File: config.mk
export PLATFORM = sky130hd
export DESIGN_NAME = cam_ctrl
export DESIGN_NICKNAME = d
export VERILOG_FILES = /design/src/rtl/cam_ctrl.sv
export SDC_FILE = /design/constraint.sdc
export NUM_CORES = 1
export LEC_CHECK = 0
export CAP_MARGIN = 20
export CORE_ASPECT_RATIO = 1.75
export CORE_MARGIN = 5
export CORE_UTILIZATION = 37
export CTS_CLUSTER_SIZE = 12
export DETAILED_ROUTE_END_ITERATION = 6
export MAX_ROUTING_LAYER = met4
export PLACE_DENSITY = 0.88
export SLEW_MARGIN = 30
export SYNTH_ARGS = -nofsm -noshare
export SYNTH_HDL_FRONTEND = slang
export SYNTH_SLANG_ARGS = --single-unit
File: constraint.sdc
create_clock -name clk -period 1.7 [get_ports clk]
set_clock_uncertainty 0.05 [all_clocks]
set_input_delay 0.34 -clock clk [delete_from_list [all_inputs] [get_ports clk]]
set_output_delay 0.34 -clock clk [all_outputs]
set_load 0.02 [all_outputs]
File: src/rtl/cam_ctrl.sv
// cam_ctrl - command sequencer in front of a NUM_ELEMS-entry CAM.
//
// Takes LOOKUP / INSERT / READ commands on a valid/ready interface, runs one
// command at a time through the CAM strobes, and returns one response per
// command on a valid/ready interface. It also owns slot allocation for
// INSERT. Slots are taken in order from a free counter until the CAM is full.
// After that, the oldest slot (alloc_ptr) is overwritten.
//
// Ports
//   clk, rst                 clock, synchronous active-high reset
//   cmd_valid_i/cmd_ready_o  command handshake
//   cmd_op_i                 0=LOOKUP 1=INSERT 2=READ 3=LOOKUP
//   cmd_key_i, cmd_index_i   key (LOOKUP/INSERT), index (READ)
//   rsp_valid_o/rsp_ready_i  response handshake
//   rsp_hit_o, rsp_index_o   hit / entry-valid flag, matched/written/read index
//   rsp_data_o, rsp_evict_o  READ data (else 0), INSERT overwrote a slot
//   cam_*_o                  CAM read/write/search strobes, indices and data
//   cam_*_i                  CAM combinational read/search results
//
// Optional build macro CAM_CTRL_STATS_EN adds saturating 16-bit hit, miss
// and evict counters (stat_hits_o, stat_misses_o, stat_evicts_o).
module cam_ctrl #(
  parameter int WORD_SIZE = 32,
  parameter int WORD_BITS = 5,
  parameter int NUM_ELEMS = 32
) (
  input  logic                 clk,
  input  logic                 rst,
  input  logic                 cmd_valid_i,
  output logic                 cmd_ready_o,
  input  logic [1:0]           cmd_op_i,
  input  logic [WORD_SIZE-1:0] cmd_key_i,
  input  logic [WORD_BITS-1:0] cmd_index_i,
  output logic                 rsp_valid_o,
  input  logic                 rsp_ready_i,
  output logic                 rsp_hit_o,
  output logic [WORD_BITS-1:0] rsp_index_o,
  output logic [WORD_SIZE-1:0] rsp_data_o,
  output logic                 rsp_evict_o,
  output logic                 cam_read_o,
  output logic                 cam_write_o,
  output logic                 cam_search_o,
  output logic [WORD_BITS-1:0] cam_read_index_o,
  output logic [WORD_BITS-1:0] cam_write_index_o,
  output logic [WORD_SIZE-1:0] cam_write_data_o,
  output logic [WORD_SIZE-1:0] cam_search_data_o,
  input  logic                 cam_read_valid_i,
  input  logic                 cam_search_valid_i,
  input  logic [WORD_SIZE-1:0] cam_read_value_i,
  input  logic [WORD_BITS-1:0] cam_search_index_i
`ifdef CAM_CTRL_STATS_EN
  ,
  output logic [15:0]          stat_hits_o,
  output logic [15:0]          stat_misses_o,
  output logic [15:0]          stat_evicts_o
`endif
);

  localparam int CNT_W = $clog2(NUM_ELEMS + 1);
  localparam logic [1:0] OP_INSERT = 2'd1;
  localparam logic [1:0] OP_READ   = 2'd2;

  typedef enum logic [1:0] {IDLE, ISSUE, WRITE, RESP} state_t;

  state_t               state_q, state_d;
  logic [1:0]           op_q, op_d;
  logic [WORD_SIZE-1:0] key_q, key_d;
  logic [WORD_BITS-1:0] idx_q, idx_d;
  logic                 hit_q, hit_d;
  logic [WORD_BITS-1:0] rindex_q, rindex_d;
  logic [WORD_SIZE-1:0] rdata_q, rdata_d;
  logic                 evict_q, evict_d;
  logic [WORD_BITS-1:0] ptr_q, ptr_d;
  logic [CNT_W-1:0]     count_q, count_d;
  logic                 full;

  assign full = (count_q == CNT_W'(NUM_ELEMS));

  always_ff @(posedge clk) begin
    if (rst) begin
      state_q  <= IDLE;
      op_q     <= '0;
      key_q    <= '0;
      idx_q    <= '0;
      hit_q    <= 1'b0;
      rindex_q <= '0;
      rdata_q  <= '0;
      evict_q  <= 1'b0;
      ptr_q    <= '0;
      count_q  <= '0;
    end else begin
      state_q  <= state_d;
      op_q     <= op_d;
      key_q    <= key_d;
      idx_q    <= idx_d;
      hit_q    <= hit_d;
      rindex_q <= rindex_d;
      rdata_q  <= rdata_d;
      evict_q  <= evict_d;
      ptr_q    <= ptr_d;
      count_q  <= count_d;
    end
  end

  always_comb begin
    state_d  = state_q;
    op_d     = op_q;
    key_d    = key_q;
    idx_d    = idx_q;
    hit_d    = hit_q;
    rindex_d = rindex_q;
    rdata_d  = rdata_q;
    evict_d  = evict_q;
    ptr_d    = ptr_q;
    count_d  = count_q;
    case (state_q)
      IDLE: begin
        if (cmd_valid_i) begin
          state_d = ISSUE;
          op_d    = cmd_op_i;
          key_d   = cmd_key_i;
          idx_d   = cmd_index_i;
        end
      end
      ISSUE: begin
        evict_d = 1'b0;
        if (op_q == OP_READ) begin
          hit_d    = cam_read_valid_i;
          rindex_d = idx_q;
          rdata_d  = cam_read_value_i;
          state_d  = RESP;
        end else if (cam_search_valid_i) begin
          // A hit on INSERT returns the existing slot, so duplicates never form.
          hit_d    = 1'b1;
          rindex_d = cam_search_index_i;
          rdata_d  = '0;
          state_d  = RESP;
        end else if (op_q == OP_INSERT) begin
          state_d  = WRITE;
        end else begin
          hit_d    = 1'b0;
          rindex_d = '0;
          rdata_d  = '0;
          state_d  = RESP;
        end
      end
      WRITE: begin
        hit_d    = 1'b0;
        rindex_d = ptr_q;
        rdata_d  = '0;
        evict_d  = full;
        // Once full, ptr always points at the oldest entry, so this single
        // wrapping counter provides both free allocation and FIFO replacement.
        ptr_d    = (ptr_q == WORD_BITS'(NUM_ELEMS - 1)) ? '0 : ptr_q + 1'b1;
        count_d  = full ? count_q : count_q + 1'b1;
        state_d  = RESP;
      end
      RESP: begin
        if (rsp_ready_i) begin
          // Clear so the rsp_* outputs read zero while no response is pending.
          hit_d    = 1'b0;
          rindex_d = '0;
          rdata_d  = '0;
          evict_d  = 1'b0;
          state_d  = IDLE;
        end
      end
      default: state_d = IDLE;
    endcase
  end

  assign cmd_ready_o = (state_q == IDLE);
  assign rsp_valid_o = (state_q == RESP);
  assign rsp_hit_o   = hit_q;
  assign rsp_index_o = rindex_q;
  assign rsp_data_o  = rdata_q;
  assign rsp_evict_o = evict_q;

  // Strobes are gated by rst so that a reset landing mid-command cannot
  // leave a write (or a search/read) behind in the CAM.
  assign cam_search_o      = (state_q == ISSUE) && (op_q != OP_READ) && !rst;
  assign cam_read_o        = (state_q == ISSUE) && (op_q == OP_READ) && !rst;
  assign cam_write_o       = (state_q == WRITE) && !rst;
  assign cam_search_data_o = cam_search_o ? key_q : '0;
  assign cam_read_index_o  = cam_read_o   ? idx_q : '0;
  assign cam_write_index_o = cam_write_o  ? ptr_q : '0;
  assign cam_write_data_o  = cam_write_o  ? key_q : '0;

`ifdef CAM_CTRL_STATS_EN
  logic [15:0] hits_q, misses_q, evicts_q;

  always_ff @(posedge clk) begin
    if (rst) begin
      hits_q   <= '0;
      misses_q <= '0;
      evicts_q <= '0;
    end else begin
      if (state_q == ISSUE && op_q != OP_READ) begin
        if (cam_search_valid_i) begin
          if (hits_q != 16'hFFFF) hits_q <= hits_q + 16'd1;
        end else begin
          if (misses_q != 16'hFFFF) misses_q <= misses_q + 16'd1;
        end
      end
      if (state_q == WRITE && full && evicts_q != 16'hFFFF)
        evicts_q <= evicts_q + 16'd1;
    end
  end

  assign stat_hits_o   = hits_q;
  assign stat_misses_o = misses_q;
  assign stat_evicts_o = evicts_q;
`endif

endmodule

==> results of run 1 <==
## path summary, 6_finish.rpt
kind,start,to,slack [ns],cells past startpoint
worst min-delay path,rst,rsp_hit_o,0.20,2
worst max-delay path,state_q[1],rsp_data_o[28],-0.37,9
worst max register to register,state_q[1],rsp_data_o[28],-0.37,9
worst min register to register,key_q[11],key_q[11],0.42,2
## power breakdown
group	switching [mW]	internal [mW]	total, mW
Combinational	2.44	2.48	4.92
Clock	0.847	1.45	2.29
Sequential	0.247	2.46	2.71
Total	3.53	6.39	9.92
## repair_timing
item / CTS / global route
setup endpoints to repair: 120 / 183
pin swaps: 8 / 25
resized for setup: 465 / 133
cloned: 2 / 13
buffers inserted: 6 / 7
endpoints found under the hold margin: 0 / 0
## kinds of logic (layout without fill, tap and decap cells)
logic type | after synthesis | count (layout) | synth area share [%]
buffers and inverters | 49 | 285 | 6.267
AOI/OAI and AO/OA | 104 | 104 | 18.28
and+or+nand+nor | 203 | 203 | 25.85
adders and majority gates | 9 | 9 | 2.792
DFF | 91 | 91 | 45.18
xor gates and xnor gates | 3 | 3 | 0.6517
muxes | 4 | 4 | 0.9929
## cell type report
type	count	share of cell area (%)
inverters	9	0.4403
flip-flops and latches	91	23.83
clock buffers	9	2.935
multi-input cells	323	31.12
well taps	130	2.120
clock inverters	7	1.598
repair buffers	260	37.96
## cells in the final DEF (no fill, tap or decap), types with 9 or more instances in the layout
cell,n
and3_2,9
clkdlybuf4s50_1,90
and2_4,38
a21oi_1,44
and3_4,28
buf_4,31
nor2_1,13
dlymetal6s2s_1,25
a32o_1,25
dfxtp_1,88
buf_12,9
o21ai_0,10
clkbuf_16,17
nand2_1,89
buf_6,80
## metrics by stage
step | cell area, um^2 | instances
floorplan | 4138 | 463
global placement | 6372 | 786
detailed placement | 6372 | 786
CTS | 6903 | 810
global route | 7672 | 829
finish | 7672 | 829
## worst register-to-register path, delay by kind of cell, from the launching register on
| family | cells | cell delay (ns) |
|---|---|---|
| flip-flops | 1 | 0.33 |
| AND/OR/NAND/NOR | 2 | 0.51 |
| adder cells (fa/ha/maj) | 1 | 0.17 |
| AO/OA/AOI/OAI | 2 | 0.37 |
| buffers and inverters | 4 | 0.58 |
## synthesized netlist by cell type, types with 2 or more instances
cell type / n
a21oi_1: 46
a31oi_1: 10
and3_1: 40
nand3_1: 5
clkbuf_1: 31
nor4b_1: 2
mux2i_1: 4
buf_1: 2
nor3_1: 2
buf_12: 3
buf_4: 2
nand2_1: 89
nand4_1: 2
xnor2_1: 2
a32o_2: 8
ha_1: 9
a32o_1: 25
or3_1: 2
dfxtp_1: 91
and2_1: 39
o21ai_0: 10
nor2_1: 13
inv_1: 9
## registers in the layout, summed over array words and instances (netlist names)
signal       flops
rsp_evict_o      1
rsp_hit_o        1
count_q          6
key_q           32
op_q             2
ptr_q            5
rsp_data_o      32
rsp_index_o      5
state_q          2
idx_q            5
## metal layers
metal  vias to the layer above  wire length (um)  global-route usage, %
met5                         -                 0                      -
met4                         0               631                  7.564
met3                        48              1049                  4.157
met2                       214              9635                  39.36
met1                      2200              5815                  22.03
li1                       2083                 -                      -
==> results.tsv, run 1 <==
metric	value	unit
status	finished, violations left	
failing checks	setup timing	
top cells by area, synth	dfxtp_1 (45%), nand2_1 (8.3%), a32o_1 (6.2%)	
die span in x	88.92	um
crit path kind	flip-flop to flip-flop	
diode count	0	
pre-CTS setup slack	-0.4305	ns
CP arrival	2.29	ns
DRC	0	
CP max FO	8	
CTS Root Cell	clkbuf_16	
core box area	10700	um^2
register cell area after layout	1828	um^2
total track usage	21.48	%
min cycle time layout	2.074	ns
CP endpoint kind	flip-flop	
vias per cell	5.483	
TritonCTS clock tree	built	
H-tree Lvls	3	
worst path required time	1.92	ns
GP Congestion	0.8007	
Cells after Synth	463	
Congestion Overflow GR	0	
Post-synth EDFFs	0	
area leader, netlist	dfxtp_1	
peak supply drop	1055	uV
Leak Pwr	3.590	nW
CP bufs+invs	4	
Post-Route WL	17130	um
Post-Synthesis Cell Area	4033	um^2
Buffers on Ports	199	
hold_buf cts	0	
largest stage delay on the critical path	0.37	ns
multi-input logic area	2387	um^2
average size of a mapped cell	8.710	um^2
largest buffer count on any clock path	2	
Power Density	1294	nW/um^2
FP Rows	50	
layout cell share with drive strength beyond 1	38.63	%
# IOs	200	
Slew Viols, Final	0	
Clock Sinks	91	
Synth async-reset ratio	0	%
Wirelength per Cell	20.67	um
Worst Slack Setup Final	-0.3739	ns
TritonRoute pass-1 iters	4	
top_reg_cell synth	dfxtp_1	
die area	13170	um^2
Final Hold Fails	0	
initial antenna violation count	0	
Worst-Margin Slew	0.5829	ns
startpoint class of the critical path	flip-flop	
Worst Hold Margin	0.2030	ns
die span in y	148.1	um
max-cap violations	0	
final design utilization	71.72	%
Worst Hold Class	input port to flip-flop	
sequential area share after synthesis	45.18	%
Design Power	9.925	mW
Initial Util	37.70	%
CTS buffer count	9	
# fillers	712	
HPWL after DPL	9761	um
Crit-path slowest cell	and4_4	
flops & latches, synth	91	
area grow syn2layout	90.26	%
Clock Latency Late Sink	0.34	ns
Distinct cells, synth	40	
Post-Syn Nets	554	
CP delay by family, top	buffers and inverters	
pin count of the biggest net entering global routing	62	
first-pass GRT wire length	21660	um
TNS Setup	-29.80	ns
nets	785	
vias in the first global route	4426	
clk slew on worst S/H paths	0.06	ns
worst path cell trace	buf_4 > buf_4 > buf_4 > ha_4 > nor2b_4 > a211oi_4 > and4_4 > clkbuf_16 > a32o_1	
Synth top area share	45.18	%
final setup violation count	119	
timing-limited maximum frequency	482.2	MHz
Yosys warnings	0	
Post-DRT Antenna Nets	0	
drt initial violations	181	
unrepaired setup endpoints after global routing	yes	
Critical Path Most Common Cell	buf_4	
Worst slew margin	61.14	%
fin crit share	122.0	%
vias	4545	
Note: power is estimated with default switching activity, not from simulation.
==> inputs of run 2 (changes only) <==
==> config.mk (replaced) <==
export PLATFORM = sky130hd
export DESIGN_NAME = cam_ctrl
export DESIGN_NICKNAME = d
export VERILOG_FILES = /design/src/rtl/cam_ctrl.sv
export SDC_FILE = /design/constraint.sdc
export NUM_CORES = 1
export LEC_CHECK = 0
export CORE_ASPECT_RATIO = 1.75
export CORE_MARGIN = 5
export CORE_UTILIZATION = 57
export CTS_CLUSTER_SIZE = 20
export DETAILED_ROUTE_END_ITERATION = 6
export DONT_BUFFER_PORTS = 1
export MAX_ROUTING_LAYER = met4
export PLACE_DENSITY = 0.85
export SLEW_MARGIN = 30
export SYNTH_ARGS = -nofsm -noshare
export SYNTH_HDL_FRONTEND = slang
export SYNTH_SLANG_ARGS = --single-unit
==> results.tsv, run 2 (synthesis gave the netlist of run 1 again) <==
metric	value	unit	change
Hold Path Origin	rst		
R2R Setup Slk	-0.22	ns	+0.15 ns
vias in the first global route	3687		-17%
final setup violation count	116		-2.5%
RR Endpoint	rsp_index_o[3]		
fin crit share	113.0	%	-9.0 points
# fillers	389		-45%
first-pass GRT wire length	19670	um	-9.2%
most frequent cells in the layout	nand2_1 (89), dfxtp_1 (87), a21oi_1 (44), and3_4 (38), and2_4 (37)		
Congestion Overflow GR	0		unchanged
area grow syn2layout	36.55	%	
TNS Setup	-18.39	ns	+11.41 ns
CP arrival	2.10	ns	-0.19 ns
leading cell type in the layout, fill and taps excluded	nand2_1		
Leak Pwr	2.131	nW	-41%
largest stage delay on the critical path	0.36	ns	about the same
Worst-Margin Slew	0.5052	ns	-0.07764 ns
startpoint class of the critical path	flip-flop		
Clock Sinks	91		unchanged
TritonCTS clock tree	built		
CP bufs+invs	6		+2
total track usage	29.90	%	+8.4 points
hold depth	1		-1
vias	3812		-16%
hold_buf cts	0		unchanged
Wirelength per Cell	24.72	um	+20%
Slew Viols, Final	0		unchanged
Worst Slack Setup Final	-0.2208	ns	+0.1531 ns
Post-Route WL	14240	um	-17%
die area	8923	um^2	-32%
peak supply drop	1068	uV	+1.3%
Worst slew margin	66.28	%	+5.1 points
crit path kind	flip-flop to flip-flop		
Worst Hold Class	input port to flip-flop		
worst path cell trace	inv_4 > ha_4 > buf_6 > buf_6 > a211o_4 > buf_12 > buf_12 > buf_16 > a31oi_4 > a31oi_1		
drt initial violations	355		+96%
HPWL after DPL	7960	um	-18%
H-tree Lvls	3		unchanged
die span in x	73.58	um	-17%
CP delay by family, top	buffers and inverters		
Buffers on Ports	0		-100%
multi-input logic area	2407	um^2	+0.84%
register cell area after layout	1832	um^2	+0.21%
GP Congestion	0.8586		+7.2%
core box area	6907	um^2	-35%
Initial Util	58.39	%	+21 points
diode count	0		unchanged
Reg-to-Reg Start	state_q[1]		
clk slew on worst S/H paths	0.06	ns	about the same
Power Density	1651	nW/um^2	+28%
unrepaired setup endpoints after global routing	yes		
largest buffer count on any clock path	2		unchanged
failing checks	setup timing		
Post-DRT Antenna Nets	0		unchanged
worst path required time	1.88	ns	-0.04 ns
Crit-path slowest cell	dfxtp_4		
pre-CTS setup slack	-0.04713	ns	+0.3834 ns
CP max FO	5		-3
reg2reg path depth	10		+1
max-cap violations	0		unchanged
pin count of the biggest net entering global routing	77		+24%
Clock Latency Late Sink	0.34	ns	about the same
timing-limited maximum frequency	520.6	MHz	+8.0%
DRC	0		unchanged
min cycle time layout	1.921	ns	-0.1531 ns
Final Hold Fails	0		unchanged
CTS buffer count	9		unchanged
initial antenna violation count	0		unchanged
# IOs	200		unchanged
status	finished, violations left		
layout cell share with drive strength beyond 1	36.99	%	-1.6 points
die span in y	121.3	um	-18%
FP Rows	40		-20%
CP endpoint kind	flip-flop		
TritonRoute pass-1 iters	5		+1
hold path endpoint	idx_q[4]		
nets	578		-26%
CTS Root Cell	clkbuf_16		
vias per cell	6.618		+21%
[run 2: worst reg2reg max path, cell delays in order (launching register included)]
cell and delay [ns]:
dfxtp_4 0.36, inv_4 0.04, ha_4 0.15, buf_6 0.11, buf_6 0.11, a211o_4 0.36
buf_12 0.15, buf_12 0.13, buf_16 0.13, a31oi_4 0.13, a31oi_1 0.09
[run 2: layout make-up]
type                       count  area share (%)
clock buffer                  12           4.476
clock inverter                 4          0.9089
multi-input combinational    323           43.72
inverter                       9          0.7044
timing repair buffer          53           15.02
sequential                    91           33.27
tap                           84           1.909
[run 2: power by group]
| part | internal [mW] | switching (mW) | total [mW] |
|---|---|---|---|
| Clock | 1.18 | 0.814 | 1.99 |
| Sequential | 2.47 | 0.435 | 2.90 |
| Combinational | 2.13 | 2.07 | 4.20 |
| Total | 5.78 | 3.32 | 9.09 |
[run 2: repair_timing]
item	in CTS	in global routing
gates cloned	10	4
pin swaps	36	16
setup endpoints to repair	100	118
gates resized for setup	116	39
setup buffers	14	7
[run 2: worst max path at each step]
stage | slack, ns | depth (start not counted) | endpoint | startpoint
after CTS | -0.22 | 6 | cam_search_data_o[20] | state_q[1]
after floorplan | -0.02 | 5 | cam_write_data_o[17] | state_q[0]
final | -0.22 | 10 | rsp_index_o[3] | state_q[1]
after global placement | 0.01 | 5 | cam_search_data_o[1] | state_q[1]
after global routing | -0.27 | 10 | rsp_index_o[3] | state_q[1]
after detailed placement | -0.05 | 6 | count_q[5] | state_q[0]
[run 2: stage by stage]
stage / cell area [um^2] / power, mW / instances / hold slack (ns) / utilization, %
after floorplan: 4138 / 4.437 / 463 / 0.3902 / -
after global placement: 4253 / 4.967 / 529 / 0.3673 / 61.58
after detailed placement: 4253 / 5.065 / 529 / 0.3710 / 61.58
after CTS: 5245 / 8.694 / 569 / 0.006075 / 75.94
after global routing: 5507 / 9.453 / 576 / 0.008116 / 79.73
final: 5507 / 9.093 / 576 / 0.01379 / 79.73
[run 2: routing by layer]
| layer | vias up | wire [um] | track usage, % |
|---|---|---|---|
| met2 | 254 | 7631 | 53.11 |
| met3 | 57 | 1325 | 8.872 |
| li1 | 1683 | - | - |
| met4 | 0 | 597 | 13.72 |
| met5 | - | 0 | - |
| met1 | 1818 | 4685 | 28.77 |
